**src/rtl/zapper_port_ctrl.sv**
```systemverilog
// $4016/$4017 controller-port sequencer: two joypad shift registers, zapper
// substitution on port 2, and a mouse/analog-stick aim-source arbiter.
module zapper_port_ctrl #(
    parameter int unsigned HOLD_CYCLES = 1_000_000,
    parameter int unsigned CNT_W       = 20
) (
    input  logic       clk,
    input  logic       reset,
    input  logic       cpu_wr_4016,
    input  logic       cpu_din0,
    input  logic       cpu_rd_4016,
    input  logic       cpu_rd_4017,
    input  logic [7:0] joy1,
    input  logic [7:0] joy2,
    input  logic       zap_en,
    input  logic       zap_light,
    input  logic       zap_trigger,
    input  logic       mouse_act,
    input  logic       stick_act,
    output logic       zap_mode,
    output logic [4:0] dout_4016,
    output logic [4:0] dout_4017
);

    typedef enum logic {
        OWN_MOUSE = 1'b0,
        OWN_STICK = 1'b1
    } aim_state_t;

    localparam logic [CNT_W-1:0] HOLD = CNT_W'(HOLD_CYCLES);

    logic             strobe;
    logic [7:0]       sh1;
    logic [7:0]       sh2;
    logic [3:0]       rd1_cnt;
    logic [3:0]       rd2_cnt;

    aim_state_t       state;
    aim_state_t       state_next;
    logic [CNT_W-1:0] idle_cnt;
    logic [CNT_W-1:0] idle_cnt_next;
    logic [CNT_W-1:0] idle_cnt_inc;

    // Reads sample the registered strobe, so a read coincident with a write
    // sees the pre-write value.
    always_ff @(posedge clk) begin
        if (reset) begin
            strobe    <= 1'b0;
            sh1       <= 8'hFF;
            sh2       <= 8'hFF;
            rd1_cnt   <= '0;
            rd2_cnt   <= '0;
            dout_4016 <= '0;
            dout_4017 <= '0;
        end else begin
            if (cpu_wr_4016) begin
                strobe <= cpu_din0;
            end

            if (strobe) begin
                sh1     <= joy1;
                rd1_cnt <= '0;
            end else if (cpu_rd_4016) begin
                sh1 <= {1'b1, sh1[7:1]};
                if (rd1_cnt != 4'd8) begin
                    rd1_cnt <= rd1_cnt + 4'd1;
                end
            end
            if (cpu_rd_4016) begin
                dout_4016 <= {4'b0000, strobe ? joy1[0] : sh1[0]};
            end

            if (strobe) begin
                rd2_cnt <= '0;
            end
            if (cpu_rd_4017 && zap_en) begin
                // Zapper owns port 2 on this read; sh2 is left untouched.
                dout_4017 <= {zap_trigger, zap_light, 3'b000};
            end else begin
                if (strobe) begin
                    sh2 <= joy2;
                end else if (cpu_rd_4017) begin
                    sh2 <= {1'b1, sh2[7:1]};
                    if (rd2_cnt != 4'd8) begin
                        rd2_cnt <= rd2_cnt + 4'd1;
                    end
                end
                if (cpu_rd_4017) begin
                    dout_4017 <= {4'b0000, strobe ? joy2[0] : sh2[0]};
                end
            end
        end
    end

    always_ff @(posedge clk) begin
        if (reset) begin
            state    <= OWN_MOUSE;
            idle_cnt <= '0;
        end else begin
            state    <= state_next;
            idle_cnt <= idle_cnt_next;
        end
    end

    assign idle_cnt_inc = (idle_cnt == HOLD) ? idle_cnt : idle_cnt + 1'b1;

    // Owner activity clears the counter before any transfer is considered.
    always_comb begin
        state_next    = state;
        idle_cnt_next = idle_cnt_inc;
        case (state)
            OWN_MOUSE: begin
                if (mouse_act) begin
                    idle_cnt_next = '0;
                end else if (stick_act && idle_cnt == HOLD) begin
                    state_next    = OWN_STICK;
                    idle_cnt_next = '0;
                end
            end
            OWN_STICK: begin
                if (stick_act) begin
                    idle_cnt_next = '0;
                end else if (mouse_act && idle_cnt == HOLD) begin
                    state_next    = OWN_MOUSE;
                    idle_cnt_next = '0;
                end
            end
            default: begin
                state_next    = OWN_MOUSE;
                idle_cnt_next = '0;
            end
        endcase
    end

    assign zap_mode = (state == OWN_STICK);

endmodule
```
**config.mk**
```make
export PLATFORM = sky130hd
export DESIGN_NAME = zapper_port_ctrl
export DESIGN_NICKNAME = d
export VERILOG_FILES = /design/src/rtl/zapper_port_ctrl.sv
export SDC_FILE = /design/constraint.sdc
export NUM_CORES = 1
export LEC_CHECK = 0
export ABC_AREA = 1
export CAP_MARGIN = 30
export CORE_UTILIZATION = 56
export DETAILED_ROUTE_END_ITERATION = 10
export PLACE_DENSITY = 0.84
export SYNTH_ARGS = -nofsm -noshare
export SYNTH_HDL_FRONTEND = slang
export SYNTH_SLANG_ARGS = --single-unit
```
**constraint.sdc**
```tcl
create_clock -name clk -period 2.75 [get_ports clk]
set_input_delay 0.55 -clock clk [delete_from_list [all_inputs] [get_ports clk]]
set_output_delay 0.55 -clock clk [all_outputs]
set_load 0.05 [all_outputs]
```
==> impl_metrics.csv, run 1 <==
group,metric,value,unit
status,outcome,"finished, final reports clean",
worst_setup_path,end_kind,"output pin",
drt,via_per_inst,5.05,
synthesis,synth_area_leaders,"dfxtp_1, nand2_1, nor2_1, inv_1, xor2_1",
cells_and_area,fill_cells,292,
cts,cts_resized,0,
cells_and_area,fin_nets,349,
timing,worst_slack,0.690,ns
power,combPwrFrac,12.4,%
cells_and_area,drive_gt1_share,10.6,%
cts,cts_hold_buf,0,
worst_setup_path,worstPathMaxFanout,4,
synthesis,synth_cell_types,32,
timing,finalSetupTns,0,ns
synthesis,seq_area_frac_synth,39.3,%
cts,post_cts_buffers,0,
synthesis,avgSynthCellArea,7.38,um^2
cts,numCtsBuffers,5,
synthesis,synth_top_area_share,39.3,%
drt,wl_per_cell,11.5,um
cts,cts_tree,"built",
drt,firstDrtPassIters,4,
global_routing,grt_pass1_vias,1747,
job,cap_violations,0,
power,peakVddDrop,0.000362,V
placed_design,place.gp.congestion,0.892,
power,swShare,23.7,%
global_routing,grt_util_met1,27.6,%
timing,tightest_slew,0.893,ns
power,powerDensity,499,nW/um^2
placed_design,dp_hpwl,3110,um
global_routing,grt_util_all_layers,23.4,%
global_routing,grtUsageMet2,39.2,%
worst_setup_path,timing.critical_path.cells,"clkdlybuf4s50_1",
cts,cts_num_sinks,42,
placed_design,numPortBuffers,31,
timing,fmax,0.485,GHz
floorplan,die_area,4070,um^2
synthesis,ys_ff_latch,42,
synthesis,synth-main-ff-cell,"dfxtp_1",
cells_and_area,area_delta_synth_final,19.1,%
timing,slew_headroom,40.1,%
timing,finalSetupViolCount,0,
worst_setup_path,crit_required,2.20,ns
timing,fin_crit,2.06,ns
synthesis,synth_area,2140,um^2
drt,wl,4260,um
floorplan,die_w,63.8,um
timing,fin_crit_sh,74.9,%
floorplan,coreArea,3660,um^2
cts,cts-root-buf,"clkbuf_8",
global_routing,grt_max_degree,21,
global_routing,grt_first_pass_wirelength,7450,um
cts,h-tree-depth,2,
floorplan,start_util,58.5,%
worst_setup_path,crit_arrival,1.51,ns
floorplan,pin_count,38,
global_routing,grt_antenna_before_repair,0,
worst_setup_path,critPathMaxStageDelay,0.83,ns
synthesis,yosysWarnings,0,
worst_setup_path,cpMaxStageDelayCell,"clkdlybuf4s50_1",
drt,drtIter0Drc,102,
cells_and_area,multi_input_area,1080,um^2
worst_setup_path,critPathTopFamily,"buffers and inverters",
cts,clockBufferDepth,2,
floorplan,dieHeight,63.8,um
worst_hold_path,hold_path_class,"reg -> reg",
global_routing,gr-max-usage-layer,"met2",
worst_setup_path,worstSetupStartpointType,"flop",
timing,hold_viol_final,0,
power,p_leak,1.08,nW
floorplan,rows,22,
timing,rsz0062_at_grt,"false",
cells_and_area,diodes,0,
cts,clock_latency,0.29,ns
timing,clock_skew,0.00525,ns
cells_and_area,seqCellArea,841,um^2
power,p_seq_share,51.0,%
cells_and_area,finish.utilization,69.6,%
drt,drcViolationCount,0,
global_routing,grt_remaining_overflow,0,
drt,ant_nets,0,
power,power.switching,0.301,mW
power,p_clk_share,36.6,%
cts,cts.clk_slew.worst_paths,0.08,ns
timing,timing.final.max_slew_violations,0,
synthesis,synth_edf_count,0,
global_routing,use_met3,5.54,%
placed_design,dp_slack,0.534,ns
synthesis,synth.largest_area_cell,"dfxtp_1",
worst_setup_path,timing_worst_setup_path_type,"reg -> out",
power,p_int,0.971,mW
synthesis,synthArstFlopShare,0,%
drt,via_count,1864,
worst_setup_path,path_buf_inv,1,
synthesis,postSynthCellCount,290,
-- cell type report --
| cell class | instances | area share (%) |
|---|---|---|
| sequential | 42 | 33.0 |
| clock buffer | 7 | 2.99 |
| multi-input combinational | 201 | 42.4 |
| clock inverter | 1 | 1.18 |
| tap | 48 | 2.36 |
| timing repair buffer | 32 | 12.5 |
| inverter | 38 | 5.65 |
-- per-stage QoR --
step	hold WS, ns	cell area, um^2	power [mW]	cells
6_report	0.476	2550	1.27	369
5_1_grt	0.496	2550	1.33	369
4_1_cts	0.479	2550	1.28	369
3_5_place_dp	0.461	2440	0.819	361
3_3_place_gp	0.455	2440	0.815	361
2_1_floorplan	0.442	2160	0.767	295
-- power groups by stage --
stage | registers (mW) | logic, mW | clock network [mW]
2_1_floorplan | 0.669 | 0.0985 | 0
3_3_place_gp | 0.662 | 0.154 | 0
3_5_place_dp | 0.662 | 0.157 | 0
4_1_cts | 0.648 | 0.158 | 0.478
5_1_grt | 0.652 | 0.174 | 0.504
6_report | 0.649 | 0.158 | 0.466
-- worst paths after layout --
| kind | from | endpoint | slack [ns] | cells past startpoint |
|---|---|---|---|---|
| setup reg to reg | idle_cnt[0]$_SDFF_PP0_ | idle_cnt[10]$_SDFF_PP0_ | 0.90 | 11 |
| hold reg to reg | dout_4017[4]$_SDFFE_PP0P_ | dout_4017[4]$_SDFFE_PP0P_ | 0.48 | 2 |
| hold / removal | dout_4017[4]$_SDFFE_PP0P_ | dout_4017[4]$_SDFFE_PP0P_ | 0.48 | 2 |
| setup / recovery | zap_mode$_SDFF_PP0_ | zap_mode | 0.69 | 1 |
-- placed cells by master (no fill, tap or decap) --
cell,n
buf_4,1
clkbuf_1,2
inv_1,36
o21ai_1,1
clkdlybuf4s50_1,31
nor2_4,2
nand2_2,5
xnor2_1,3
nor3_1,3
nand3_1,14
o221ai_1,4
o211ai_1,2
nor2_1,44
conb_1,6
nand4_2,1
dfxtp_1,42
nor2_2,14
o21ai_0,3
inv_2,1
a31oi_1,1
o311ai_0,6
o22ai_1,1
nand3_4,1
nand4_1,5
nand2_1,54
nand3_2,2
ha_1,2
bufinv_16,1
o2111ai_1,2
clkbuf_8,5
a21oi_1,11
clkinv_2,1
xor2_1,14
-- cell usage after synthesis, types with 2 or more instances --
| master | instances |
|---|---|
| nor2_4 | 2 |
| nand4_1 | 5 |
| nand3_2 | 2 |
| nand2_2 | 5 |
| nand3_1 | 14 |
| ha_1 | 2 |
| xor2_1 | 14 |
| nor2_2 | 14 |
| nor3_1 | 3 |
| xnor2_1 | 3 |
| buf_2 | 4 |
| nand2_1 | 54 |
| o311ai_0 | 6 |
| o221ai_1 | 4 |
| buf_6 | 2 |
| buf_4 | 6 |
| inv_1 | 36 |
| nor2_1 | 44 |
| clkbuf_1 | 2 |
| o211ai_1 | 2 |
| dfxtp_1 | 42 |
| o2111ai_1 | 2 |
| a21oi_1 | 11 |
| o21ai_0 | 3 |
-- sequential cells by signal, indices dropped and copies added (netlist names) --
register / flops
sh2: 8
strobe: 1
zap_mode: 1
dout_4017: 3
idle_cnt: 20
sh1: 8
dout_4016: 1
-- routing by layer --
| layer | vias to the layer above | routed length, um |
|---|---|---|
| met1 | 836 | 1900 |
| met2 | 51 | 2100 |
| met5 | - | 0 |
| met3 | 8 | 199 |
| met4 | 0 | 65 |
| li1 | 969 | - |
-- cell families after synthesis --
family	count (synthesis)	share of synthesized area, %
other	1	0.175
DFF	42	39.3
AOI/OAI and AO/OA	31	9.70
adders and majority gates	2	1.17
xor gates and xnor gates	17	6.96
and+or+nand+nor	145	31.6
buffers and inverters	52	11.2
No activity file was read; power rests on OpenSTA's default activity.
==> run 2: changes to the inputs <==
--- a/config.mk
+++ b/config.mk
@@ -7,9 +7,9 @@
 export LEC_CHECK = 0
 export ABC_AREA = 1
 export CAP_MARGIN = 30
-export CORE_UTILIZATION = 56
+export CORE_UTILIZATION = 52
 export DETAILED_ROUTE_END_ITERATION = 10
-export PLACE_DENSITY = 0.84
+export PLACE_DENSITY = 0.79
 export SYNTH_ARGS = -nofsm -noshare
 export SYNTH_HDL_FRONTEND = slang
 export SYNTH_SLANG_ARGS = --single-unit
==> constraint.sdc (replaced) <==
create_clock -name clk -period 2 [get_ports clk]
set_input_delay 0.4 -clock clk [delete_from_list [all_inputs] [get_ports clk]]
set_output_delay 0.4 -clock clk [all_outputs]
set_load 0.05 [all_outputs]
==> impl_metrics.csv, run 2 (same netlist as run 1, synthesis figures left out) <==
group,metric,value,unit
timing,fmax,0.528,GHz
cts,cts_tree,"built",
cells_and_area,multi_input_area,1080,um^2
cells_and_area,regMostFlops,"idle_cnt",
drt,wl,4350,um
global_routing,grt_max_degree,21,
placed_design,place.gp.congestion,0.824,
worst_setup_path,timing.critical_path.cells,"clkdlybuf4s50_1",
worst_hold_path,hold_path_class,"reg -> reg",
worst_setup_path,crit_cells,1,
timing,rsz0062_at_grt,"false",
worst_setup_path,worst_r2r_startpoint,"idle_cnt[0]$_SDFF_PP0_",
cts,numCtsBuffers,5,
worst_setup_path,end_kind,"output pin",
cts,cts_num_sinks,42,
power,peakVddDrop,0.000545,V
global_routing,grt_remaining_overflow,0,
cts,cts_hold_buf,0,
cts,clock_latency,0.29,ns
timing,clock_skew,0.00713,ns
cells_and_area,final_cell_mix,"nand2_1, nor2_1, dfxtp_1",
power,powerDensity,691,nW/um^2
cells_and_area,diodes,0,
power,total_power,1.79,mW
cells_and_area,largestRegisters,"idle_cnt: 20 flops, sh1: 8 flops, sh2: 8 flops",
global_routing,grt_util_all_layers,23.2,%
worst_setup_path,endpoint,"zap_mode",
global_routing,grt_pass1_vias,1840,
drt,wl_per_cell,11.7,um
worst_setup_path,critPathTopFamily,"buffers and inverters",
cts,h-tree-depth,2,
timing,finalSetupTns,0,ns
timing,hold_viol_final,0,
floorplan,rows,22,
global_routing,grt_antenna_before_repair,0,
cells_and_area,fin_nets,353,
drt,drcViolationCount,0,
cts,post_cts_buffers,0,
worst_setup_path,r2r_cells,12,
status,outcome,"finished, final reports clean",
timing,fin_crit,1.89,ns
worst_setup_path,critPathMaxStageDelay,0.82,ns
timing,finalSetupViolCount,0,
worst_setup_path,cpMaxStageDelayCell,"clkdlybuf4s50_1",
cells_and_area,drive_gt1_share,12.0,%
cts,cts-root-buf,"clkbuf_8",
worst_setup_path,regToRegSetupSlack,0.36,ns
drt,firstDrtPassIters,4,
cts,clockBufferDepth,2,
worst_setup_path,timing_worst_setup_path_type,"reg -> out",
drt,ant_nets,0,
placed_design,numPortBuffers,31,
placed_design,dp_slack,0.289,ns
cells_and_area,largest_reg_flops,20,
worst_setup_path,r2r-end,"idle_cnt[1]$_SDFF_PP0_",
floorplan,coreArea,3800,um^2
floorplan,die_area,4380,um^2
worst_setup_path,path_buf_inv,1,
drt,via_count,1847,
cells_and_area,area_delta_synth_final,21.3,%
timing,tightest_slew,0.511,ns
worst_setup_path,worstSetupStartpointType,"flop",
floorplan,dieHeight,66.2,um
placed_design,dp_hpwl,3180,um
drt,via_per_inst,4.97,
worst_setup_path,startpoint,"zap_mode$_SDFF_PP0_",
cells_and_area,mostFrequentLayoutCell,"nand2_1",
floorplan,pin_count,38,
worst_setup_path,crit_required,1.60,ns
timing,worst_slack,0.105,ns
cts,cts.clk_slew.worst_paths,0.08,ns
timing,timing.final.max_slew_violations,0,
worst_setup_path,crit_arrival,1.49,ns
cells_and_area,instances_no_fill,372,
job,cap_violations,0,
global_routing,grt_first_pass_wirelength,7670,um
placed_design,placed_area,2480,um^2
cells_and_area,fin_area,2600,um^2
cts,cts_resized,0,
power,p_leak,1.11,nW
floorplan,die_w,66.2,um
placed_design,placed_cells_incl_taps,365,
cells_and_area,seqCellArea,841,um^2
floorplan,start_util,56.4,%
cells_and_area,fill_cells,339,
worst_setup_path,worstPathMaxFanout,4,
drt,drtIter0Drc,92,
timing,fin_crit_sh,94.7,%
timing,slew_headroom,65.8,%
-- run 2: worst reg2reg max path: cells and delay by family (launching register included) --
family	cells	cell delay, ns
adder cells (fa/ha/maj)	1	0.19
flip-flops	1	0.34
AND/OR/NAND/NOR	8	0.67
buffers and inverters	3	0.33
-- run 2: cell type report --
cell class              instances  area share [%]
well taps                      48            2.31
clock inverters                 1            1.16
repair buffers                 36            13.9
flip-flops and latches         42            32.4
inverters                      38            5.54
clock buffers                   6            3.18
multi-input cells             201            41.6
-- run 2: worst min-delay path by stage --
| stage | from | cells past startpoint | end | slack, ns |
|---|---|---|---|---|
| after floorplan | sh2[0]$_SDFFE_PP1P_ | 2 | sh2[0]$_SDFFE_PP1P_ | 0.44 |
| after global placement | dout_4017[4]$_SDFFE_PP0P_ | 2 | dout_4017[4]$_SDFFE_PP0P_ | 0.45 |
| after detailed placement | dout_4017[4]$_SDFFE_PP0P_ | 2 | dout_4017[4]$_SDFFE_PP0P_ | 0.46 |
| after CTS | dout_4017[4]$_SDFFE_PP0P_ | 2 | dout_4017[4]$_SDFFE_PP0P_ | 0.47 |
| after global routing | dout_4017[4]$_SDFFE_PP0P_ | 2 | dout_4017[4]$_SDFFE_PP0P_ | 0.50 |
| final | dout_4017[4]$_SDFFE_PP0P_ | 2 | dout_4017[4]$_SDFFE_PP0P_ | 0.47 |
-- run 2: layer usage --
metal  track usage [%]  wire length [um]  vias to the layer above
li1                  -                 -                      979
met1              28.0              2030                      815
met2              38.5              2100                       47
met3              5.86               172                        6
met4              10.1                49                        0
met5                 0                 0                        -
-- run 2: per-stage QoR --
stage	hold slack (ns)	utilization, %
after floorplan	0.442	-
after global placement	0.451	65.4
after detailed placement	0.461	65.4
after CTS	0.474	68.4
after global routing	0.498	68.4
final	0.469	68.4
-- run 2: report_power, final --
group / switching (mW) / internal, mW
logic: 0.131 / 0.0998
registers: 0.0162 / 0.871
clock network: 0.277 / 0.399
total: 0.424 / 1.37
==> run 3: changes to the inputs <==
--- a/config.mk
+++ b/config.mk
@@ -9,7 +9,9 @@
 export CAP_MARGIN = 30
 export CORE_UTILIZATION = 52
 export DETAILED_ROUTE_END_ITERATION = 10
-export PLACE_DENSITY = 0.79
+export GPL_TIMING_DRIVEN = 0
+export PLACE_DENSITY = 0.88
+export RECOVER_POWER = 100
 export SYNTH_ARGS = -nofsm -noshare
 export SYNTH_HDL_FRONTEND = slang
 export SYNTH_SLANG_ARGS = --single-unit
==> impl_metrics.csv, run 3 (same netlist as run 1, synthesis figures left out) <==
group,metric,value,unit
status,outcome,"finished, final reports clean",
cells_and_area,area_delta_synth_final,21.6,%
worst_hold_path,hold_path_class,"reg -> reg",
placed_design,place.gp.congestion,0.868,
worst_setup_path,worst_r2r_startpoint,"idle_cnt[0]$_SDFF_PP0_",
timing,clock_skew,0.00885,ns
drt,wl_per_cell,11.5,um
cts,cts_hold_buf,0,
worst_setup_path,regToRegSetupSlack,0.27,ns
timing,fmax,0.527,GHz
cts,cts_num_sinks,42,
placed_design,numPortBuffers,31,
drt,firstDrtPassIters,4,
drt,via_per_inst,5.10,
cells_and_area,regMostFlops,"idle_cnt",
global_routing,grt_util_all_layers,22.6,%
cts,post_cts_buffers,0,
worst_setup_path,critPathMaxStageDelay,0.87,ns
job,cap_violations,0,
worst_setup_path,timing.critical_path.cells,"dlygate4sd3_1",
timing,fin_crit_sh,95.0,%
timing,timing.final.max_slew_violations,0,
worst_hold_path,holdPathStages,2,
cells_and_area,fin_nets,362,
power,powerDensity,673,nW/um^2
placed_design,dp_slack,0.0204,ns
cells_and_area,diodes,0,
cts,cts-root-buf,"clkbuf_8",
global_routing,grt_max_degree,13,
timing,slew_headroom,60.7,%
floorplan,die_w,66.2,um
worst_setup_path,timing_worst_setup_path_type,"reg -> out",
worst_hold_path,holdPathEnd,"dout_4017[3]$_SDFFE_PP0P_",
timing,hold_viol_final,0,
power,p_leak,1.13,nW
global_routing,grt_pass1_vias,1858,
placed_design,placed_cells_incl_taps,374,
placed_design,placed_area,2530,um^2
floorplan,rows,22,
floorplan,die_area,4380,um^2
power,peakVddDrop,0.000432,V
drt,via_count,1947,
drt,drtIter0Drc,96,
worst_hold_path,min-delay-start,"dout_4017[3]$_SDFFE_PP0P_",
floorplan,dieHeight,66.2,um
cells_and_area,largest_reg_flops,20,
timing,finalSetupViolCount,0,
cts,clockBufferDepth,2,
worst_setup_path,end_kind,"output pin",
cts,cts.clk_slew.worst_paths,0.08,ns
worst_setup_path,r2r-end,"idle_cnt[17]$_SDFF_PP0_",
cells_and_area,fin_area,2600,um^2
cts,clock_latency,0.29,ns
drt,wl,4390,um
worst_setup_path,cpMaxStageDelayCell,"dlygate4sd3_1",
cts,numCtsBuffers,5,
cells_and_area,mostFrequentLayoutCell,"nand2_1",
cells_and_area,final_cell_mix,"nand2_1, nor2_1, dfxtp_1",
placed_design,dp_hpwl,3360,um
cells_and_area,instances_no_fill,382,
timing,finalSetupTns,0,ns
worst_setup_path,worstPathMaxFanout,2,
timing,rsz0062_at_grt,"false",
worst_setup_path,crit_required,1.60,ns
timing,fin_crit,1.90,ns
cells_and_area,drive_gt1_share,10.2,%
cts,cts_resized,0,
global_routing,grt_first_pass_wirelength,7560,um
drt,ant_nets,0,
global_routing,grt_remaining_overflow,0,
worst_setup_path,crit_cells,1,
worst_setup_path,path_buf_inv,1,
timing,tightest_slew,0.592,ns
cells_and_area,largestRegisters,"idle_cnt: 20 flops, sh1: 8 flops, sh2: 8 flops",
floorplan,start_util,56.4,%
drt,drcViolationCount,0,
floorplan,coreArea,3800,um^2
worst_setup_path,crit_arrival,1.50,ns
worst_setup_path,r2r_cells,12,
worst_setup_path,worstSetupStartpointType,"flop",
timing,worst_slack,0.101,ns
worst_setup_path,critPathTopFamily,"buffers and inverters",
cts,h-tree-depth,2,
global_routing,grt_antenna_before_repair,0,
floorplan,pin_count,38,
cts,cts_tree,"built",
run 3: changes by cell type in the layout (fill, tap and decap cells not counted), sizes merged:
cell | previous run | this run
clkdlybuf4s50 | 31 | 27
clkbuf | 6 | 14
dlygate4sd3 | 0 | 3
buf | 5 | 9
bufinv | 1 | 0
run 3: final cells by class:
| class | instances | area (um^2) |
|---|---|---|
| Fill cell | 301 | 1200 |
| Sequential cell | 42 | 841 |
| Buffer | 14 | 91.3 |
| Inverter | 38 | 144 |
| Multi-Input combinational cell | 201 | 1050 |
| Timing Repair Buffer | 31 | 304 |
| Clock buffer | 8 | 110 |
| Tap cell | 48 | 60.1 |
run 3: power by group:
part / switching [mW] / internal [mW]
Combinational: 0.132 / 0.103
Clock: 0.280 / 0.348
Sequential: 0.0170 / 0.871
run 3: through the flow:
stage               util (%)  total power [mW]  hold WS (ns)
floorplan                  -              1.05         0.442
global placement        66.6              1.14         0.452
detailed placement      66.6              1.15         0.459
CTS                     69.5              1.77         0.473
global route            68.5              1.83         0.501
finish                  68.5              1.75         0.475
run 3: worst max-delay path by stage:
| stage | start | slack, ns | end |
|---|---|---|---|
| floorplan | idle_cnt[0]$_SDFF_PP0_ | 0.50 | idle_cnt[11]$_SDFF_PP0_ |
| global placement | cpu_rd_4017 | 0.07 | sh2[7]$_SDFFE_PP1P_ |
| detailed placement | cpu_rd_4017 | 0.02 | sh2[7]$_SDFFE_PP1P_ |
| CTS | zap_mode$_SDFF_PP0_ | 0.07 | zap_mode |
| global route | dout_4017[0]$_SDFFE_PP0P_ | 0.06 | dout_4017[0] |
| finish | dout_4017[0]$_SDFFE_PP0P_ | 0.10 | dout_4017[0] |
run 3: metal layers:
metal	vias up	wire, um	GRT usage (%)
met5	-	0	0
met4	0	116	10.4
met3	15	201	5.86
met2	57	2100	38.0
met1	876	1980	26.8
li1	999	-	-
